`src/rtl/fetch_pkg.sv`:
```
// Shared definitions for the instruction fetch path.
//   fetch_state_e : fetch sequencer FSM states (issue reads, capture last byte, hold word)
//   INST_BYTES    : bytes per instruction word
//   CNT_W         : width of the byte counter
//   PC_STEP       : program counter increment per word
package fetch_pkg;

    typedef enum logic [1:0] {
        StIssue = 2'd0,
        StLast  = 2'd1,
        StHold  = 2'd2
    } fetch_state_e;

    localparam int unsigned INST_BYTES = 4;
    localparam int unsigned CNT_W      = $clog2(INST_BYTES);
    localparam logic [31:0] PC_STEP    = 32'd4;

endpackage

```
`src/rtl/byte_assembler.sv`:
```
// 32-bit shift-left-by-8 assembly register. The incoming byte enters at bit 0, so bytes
// fed in address order end up big-endian (first byte in [31:24]).
//   clk_i      : clock
//   rst_i      : synchronous active-high reset
//   clear_i    : clear the register (wins over shift_en_i)
//   shift_en_i : shift byte_i in
//   byte_i     : incoming byte
//   word_o     : current register contents
module byte_assembler (
    input  logic        clk_i,
    input  logic        rst_i,
    input  logic        clear_i,
    input  logic        shift_en_i,
    input  logic [7:0]  byte_i,
    output logic [31:0] word_o
);

    logic [31:0] word_q, word_d;

    always_comb begin
        word_d = word_q;
        if (clear_i) begin
            word_d = 32'd0;
        end else if (shift_en_i) begin
            word_d = {word_q[23:0], byte_i};
        end
    end

    always_ff @(posedge clk_i) begin
        if (rst_i) begin
            word_q <= 32'd0;
        end else begin
            word_q <= word_d;
        end
    end

    assign word_o = word_q;

endmodule

```
`src/rtl/fetch_sequencer.sv`:
```
// Instruction fetch sequencer: reads four bytes from a byte-wide instruction memory (one per
// cycle, data one cycle after the read), assembles a big-endian 32-bit word and presents it to
// decode with a valid/ready handshake. Owns the PC and accepts branch redirects from decode.
//   clk, rst                     : clock, synchronous active-high reset
//   redirect_valid, redirect_pc  : PC change request from decode (highest priority after reset)
//   mem_rd_en, mem_addr          : byte read request to instruction memory
//   mem_rdata                    : byte returned for the previous cycle's read
//   inst_valid, inst_ready       : word handshake to decode
//   inst, inst_pc, next_pc       : assembled word, its address, and address + 4
//   busy                         : fetch in progress (not holding a word)
module fetch_sequencer
    import fetch_pkg::*;
#(
    parameter int unsigned ADDR_W   = 11,
    parameter logic [31:0] RESET_PC = 32'd0
) (
    input  logic              clk,
    input  logic              rst,
    input  logic              redirect_valid,
    input  logic [31:0]       redirect_pc,
    output logic              mem_rd_en,
    output logic [ADDR_W-1:0] mem_addr,
    input  logic [7:0]        mem_rdata,
    output logic              inst_valid,
    input  logic              inst_ready,
    output logic [31:0]       inst,
    output logic [31:0]       inst_pc,
    output logic [31:0]       next_pc,
    output logic              busy
);

    fetch_state_e     state_q, state_d;
    logic [31:0]      pc_q, pc_d;
    logic [CNT_W-1:0] cnt_q, cnt_d;
    logic             rd_pending_q, rd_pending_d;
    logic             inst_valid_q, inst_valid_d;
    logic [31:0]      inst_q, inst_d;
    logic [31:0]      inst_pc_q, inst_pc_d;
    logic [31:0]      next_pc_q, next_pc_d;

    logic             asm_clear;
    logic [31:0]      asm_word;
    logic             handshake;

    assign mem_rd_en = (state_q == StIssue);
    // Byte address wraps silently inside the memory window.
    assign mem_addr  = pc_q[ADDR_W-1:0] + ADDR_W'(cnt_q);
    assign handshake = inst_valid_q & inst_ready;

    always_comb begin
        state_d      = state_q;
        pc_d         = pc_q;
        cnt_d        = cnt_q;
        inst_valid_d = inst_valid_q;
        inst_d       = inst_q;
        inst_pc_d    = inst_pc_q;
        next_pc_d    = next_pc_q;
        asm_clear    = 1'b0;
        // A read issued in the redirect cycle belongs to the old stream; drop its data.
        rd_pending_d = mem_rd_en & ~redirect_valid;

        if (redirect_valid) begin
            // A coincident handshake still consumes the word; either way valid drops.
            pc_d         = redirect_pc;
            cnt_d        = '0;
            state_d      = StIssue;
            asm_clear    = 1'b1;
            inst_valid_d = 1'b0;
        end else begin
            unique case (state_q)
                StIssue: begin
                    cnt_d = cnt_q + 1'b1;
                    if (cnt_q == CNT_W'(INST_BYTES - 1)) begin
                        state_d = StLast;
                    end
                end
                StLast: begin
                    // Fourth byte arrives now; merge it without waiting for the shift.
                    inst_d       = (asm_word << 8) | {24'd0, mem_rdata};
                    inst_pc_d    = pc_q;
                    next_pc_d    = pc_q + PC_STEP;
                    inst_valid_d = 1'b1;
                    pc_d         = pc_q + PC_STEP;
                    asm_clear    = 1'b1;
                    state_d      = StHold;
                end
                StHold: begin
                    if (handshake) begin
                        inst_valid_d = 1'b0;
                        cnt_d        = '0;
                        state_d      = StIssue;
                    end
                end
                default: begin
                    state_d = StIssue;
                end
            endcase
        end
    end

    always_ff @(posedge clk) begin
        if (rst) begin
            state_q      <= StIssue;
            pc_q         <= RESET_PC;
            cnt_q        <= '0;
            rd_pending_q <= 1'b0;
            inst_valid_q <= 1'b0;
            inst_q       <= 32'd0;
            inst_pc_q    <= 32'd0;
            next_pc_q    <= 32'd0;
        end else begin
            state_q      <= state_d;
            pc_q         <= pc_d;
            cnt_q        <= cnt_d;
            rd_pending_q <= rd_pending_d;
            inst_valid_q <= inst_valid_d;
            inst_q       <= inst_d;
            inst_pc_q    <= inst_pc_d;
            next_pc_q    <= next_pc_d;
        end
    end

    byte_assembler u_byte_assembler (
        .clk_i      (clk),
        .rst_i      (rst),
        .clear_i    (asm_clear),
        .shift_en_i (rd_pending_q),
        .byte_i     (mem_rdata),
        .word_o     (asm_word)
    );

    assign inst_valid = inst_valid_q;
    assign inst       = inst_q;
    assign inst_pc    = inst_pc_q;
    assign next_pc    = next_pc_q;
    assign busy       = (state_q != StHold);

endmodule

```
`config.mk`:
```
export PLATFORM = sky130hd
export DESIGN_NAME = fetch_sequencer
export DESIGN_NICKNAME = d
export VERILOG_FILES = /design/src/rtl/fetch_pkg.sv /design/src/rtl/byte_assembler.sv /design/src/rtl/fetch_sequencer.sv
export SDC_FILE = /design/constraint.sdc
export NUM_CORES = 1
export LEC_CHECK = 0
export BUFFER_PORTS_ARGS = -buffer_cell sky130_fd_sc_hd__buf_2
export CORE_MARGIN = 5
export CORE_UTILIZATION = 50
export CTS_CLUSTER_SIZE = 12
export DETAILED_ROUTE_END_ITERATION = 8
export GPL_TIMING_DRIVEN = 0
export PLACE_DENSITY_LB_ADDON = 0.2
export SYNTH_ARGS = -nofsm -noshare
export SYNTH_HDL_FRONTEND = slang
export SYNTH_HIERARCHICAL = 1
export SYNTH_SLANG_ARGS = --single-unit
```
`constraint.sdc`:
```
create_clock -name clk -period 4.4 [get_ports clk]
set_input_delay 0.44 -clock clk [delete_from_list [all_inputs] [get_ports clk]]
set_output_delay 0.44 -clock clk [all_outputs]
set_load 0.02 [all_outputs]
```
==> After elaboration in Yosys (flattened, before gate mapping) <==
Index checks and enable logic that the tools add are counted.
{ "classes": {"add_sub_neg": 3, "n_eq_ne": 6, "muxes": 10, "n_bitwise": 4, "n_reduce_logical": 10} }
{ "ops": {"columns": ["op", "count"], "rows": [
  ["32-bit two-way mux", 2],
  ["32-bit by 3-bit adder with 32-bit output, second input constant", 1],
  ["32-bit by 8-bit OR with 32-bit output", 1],
  ["11-bit by 2-bit adder with 11-bit output", 1],
  ["2-bit AND reduction", 4],
  ["2-bit case mux with 3 select lines", 1],
  ["2-bit nonzero test", 3],
  ["2-bit equality test, second input constant", 2],
  ["2-bit two-way mux", 2],
  ["2-bit inequality test, second input constant", 2],
  ["2-bit case mux with 2 select lines", 1],
  ["2-bit OR reduction", 2],
  ["1-bit two-way mux", 3],
  ["2-bit by 1-bit adder with 2-bit output, second input constant", 1],
  ["1-bit AND", 2],
  ["2-bit by 1-bit equality test with 1-bit output, second input constant", 1],
  ["2-bit logical NOT", 1],
  ["2-bit by 1-bit inequality test with 1-bit output, second input constant", 1],
  ["1-bit case mux with 2 select lines", 1],
  ["1-bit NOT", 1]
]} }
{ "totals": {"reg_bits": 158, "out_inout_bits": 110} }

==> Longest topological paths before layout <==
{ "depth": {"ltp_word": 4, "ltp_mapped": 8} }

==> By module <==
The synthesis kept the hierarchy.
{ "by_module_without_submodules": {"columns": ["module", "n_inst", "cells_per_inst", "area_per_inst_um2", "seq_area_each_um2"], "rows": [
  ["fetch_sequencer", 1, 731, 5885.6, 2642.5],
  ["byte_assembler", 1, 105, 1156.1, 640.6]
]} }

==> Worst setup path before layout <==
No wires, ideal clock.
{ "synth_path": {"path_type": "register to output", "from": "register pc_q[3]", "to": "output port mem_addr[10]", "arrival_time_ps": 1761, "required_ps": 3960, "setup_slack_ps": 2199, "stages_incl_launch_ff": 8, "path_buffers": 1, "path_cell_list": "dfxtp_1 -> ha_1 -> nand3_1 -> clkbuf_1 -> nor2_1 -> nand3_1 -> nor2_1 -> xor2_1"} }
{ "synth_between": {"elab_chain_len": 1} }
{ "synth_rtl": {"columns": ["element", "line_no", "rtl"], "rows": [
  ["from (decl)", "fetch_sequencer.sv:33", "logic [31:0] pc_q, pc_d;"],
  ["from (signal assigned)", "fetch_sequencer.sv:113", "pc_q <= pc_d;"],
  ["11-bit by 2-bit adder with 11-bit output", "fetch_sequencer.sv:47", "assign mem_addr = pc_q[ADDR_W-1:0] + ADDR_W'(cnt_q);"],
  ["to (decl)", "fetch_sequencer.sv:22", "output logic [ADDR_W-1:0] mem_addr,"]
]} }
No other way between the ends.

==> Final worst setup path <==
Ends and elaborated chain as after synthesis.

==> out/results.txt <==
DR DRC count -> 0
Worst Path Arrival -> 2560 ps
Crit share post-route -> 68.2%
Mean post-synth cell area -> 8.34 sq um
Synthesized area -> 6770 sq um
Worst endpoint required time -> 3960 ps
Antenna violations before repair -> 5
Placed cells -> 1140
Post-DP HPWL -> 14.1 mm
GRT Overall Usage -> 23.8%
Worst slew pin tran -> 704 ps
Worst Hold Class -> in -> reg
DR vias/cell -> 5.28
Syn Inst Count -> 812
Seq pwr share -> 43.0%
Crit path capture type -> output port
Layout filler cell count -> 1190
Crit path kind -> reg -> out
Via count -> 6194
Layout Cells excl Fill -> 1172
Setup violators final -> 0
Logic gate share of total power -> 5.9%
Nets -> 1032
DR pass1 iterations -> 6
Initial Util -> 51.1%
Total number of H-tree levels -> 4
Dpl ws -> 1890 ps
Cell Pwr Density -> 402 nW/um^2
Startpoint Class -> flip-flop
Ports -> 154
Cts repair resizes -> 0
Peak VDD IR -> 0.288 mV
Hold slack -> 235 ps
Vias in the first global route -> 5960
Post-CTS setup buffer count -> 0
Yosys warns -> 6
Total CTS buffers -> 17
Antenna cells -> 0
CORE AREA -> 13200 sq um
Initial drt markers -> 319
Final GP Congestion -> 0.938
Clock skew -> 5.66 ps
Fmax -> 333 MHz
Switching pwr -> 0.000745 W
Area growth syn-to-layout -> 24.9%
TritonCTS clock tree -> done
Chip Height -> 126 um
Final Hold Violating Endpoints -> 0
Row Count -> 42
Skew-Pair Late Insertion Delay -> 430 ps
Clock Tree Root -> clkbuf_16
Die X -> 126 um
LEAKAGE -> 3.34 nW
Longest Clk Path Bufs -> 2
Setup TNS -> 0 ps
Syn nets -> 861
Final min period -> 3000 ps
CP Max Fanout -> 10
Slew Viols, Final -> 0
Drt total wl -> 19.1 mm
Global-route wire length before repair -> 30.5 mm
Overall power -> 0.00340 W
RSZ-0062 raised after global routing -> no
Setup ws final -> 1400 ps
Share of layout cells above drive strength 1 -> 22.5%
Hold buffer count at cts -> 0
CTS Sinks -> 156
I/O Buffers -> 152
Largest net degree at the start of global routing -> 17
Routed Antenna Nets -> 0
Overflow after GRT -> 0
Status -> complete, no violations
Clock-pin slew on the worst setup and hold paths -> 60 ps
Pint -> 0.00265 W
Max-slew headroom -> 52.6%
Post-DR wirelength/cell -> 16.3 um
Die footprint -> 16000 sq um
Sw Ratio -> 21.9%
Clk pwr share -> 51.1%
Max-cap violations -> 0
final cells by class:
cell class,instances,area (sq um),share of cell area (%)
buffer,74,368,4.35
clock buffer,18,439,5.19
clock inverter,14,265,3.14
inverter,9,33.8,0.399
multi-input combinational,573,3250,38.4
sequential,156,3120,36.9
tap,176,220,2.60
timing repair buffer,152,761,9.00
through the flow:
step                util (%)  instance area, sq um
CTS                     63.9                  8460
detailed placement      58.5                  7750
finish                  63.9                  8460
floorplan                  -                  6770
global route            63.9                  8460
global placement        58.5                  7750
layout by cell type (no fill, tap or decap), drive strengths merged, types with 2 or more instances in the layout:
cell,n
a211oi,30
a21oi,83
a311oi,12
and2,3
and3,3
and4,2
buf,175
bufinv,7
clkbuf,69
clkinv,5
clkinvlp,2
dfxtp,156
ha,4
inv,9
mux2i,29
nand2,162
nand2b,4
nand3,14
nand4,9
nor2,96
nor2b,2
nor3,11
nor4,13
o21ai,14
o21bai,3
or2,2
or3,13
or4,4
xnor2,31
xor2,22
power by group through the flow:
| stage | combinational, W | sequential [W] | clock [W] |
|---|---|---|---|
| floorplan | 0.000133 | 0.00148 | 0 |
| CTS | 0.000201 | 0.00146 | 0.00176 |
| detailed placement | 0.000199 | 0.00149 | 0 |
| finish | 0.000202 | 0.00146 | 0.00174 |
| global placement | 0.000198 | 0.00149 | 0 |
| global route | 0.000221 | 0.00146 | 0.00182 |
path summary, 6_finish.rpt:
kind                         from      endpoint  slack [ps]  depth (start not counted)
hold / removal    redirect_pc[31]      pc_q[31]         230                          3
setup reg to reg       state_q[0]   inst_pc[15]        1870                          7
hold reg to reg           inst[7]       inst[7]         450                          2
setup / recovery          pc_q[3]  mem_addr[10]        1400                          8
worst max-delay path, stage by stage, from the launching register on:
cell and delay, ps:
dfxtp_1 480, ha_1 290, nand3_1 150, clkbuf_1 270, nor2_1 280, nand3_1 160
nor2_1 140, xor2_1 170, buf_2 190
routing by layer:
metal	vias up	share of wire (%)	track usage, %
li1	3065	-	-
met1	2857	42	29.8
met2	215	47	39.0
met3	47	8.2	7.23
met4	10	2.3	8.64
met5	-	0.24	0
flip-flops by register name, indices dropped and copies added, names as in the netlist:
signal / cells
inst: 32
inst_pc: 32
pc_q: 32
next_pc: 30
u_byte_assembler/word_o: 24
cnt_q: 2
state_q: 2
inst_valid: 1
rd_pending_q: 1
Note: power is estimated with default switching activity, not from simulation.
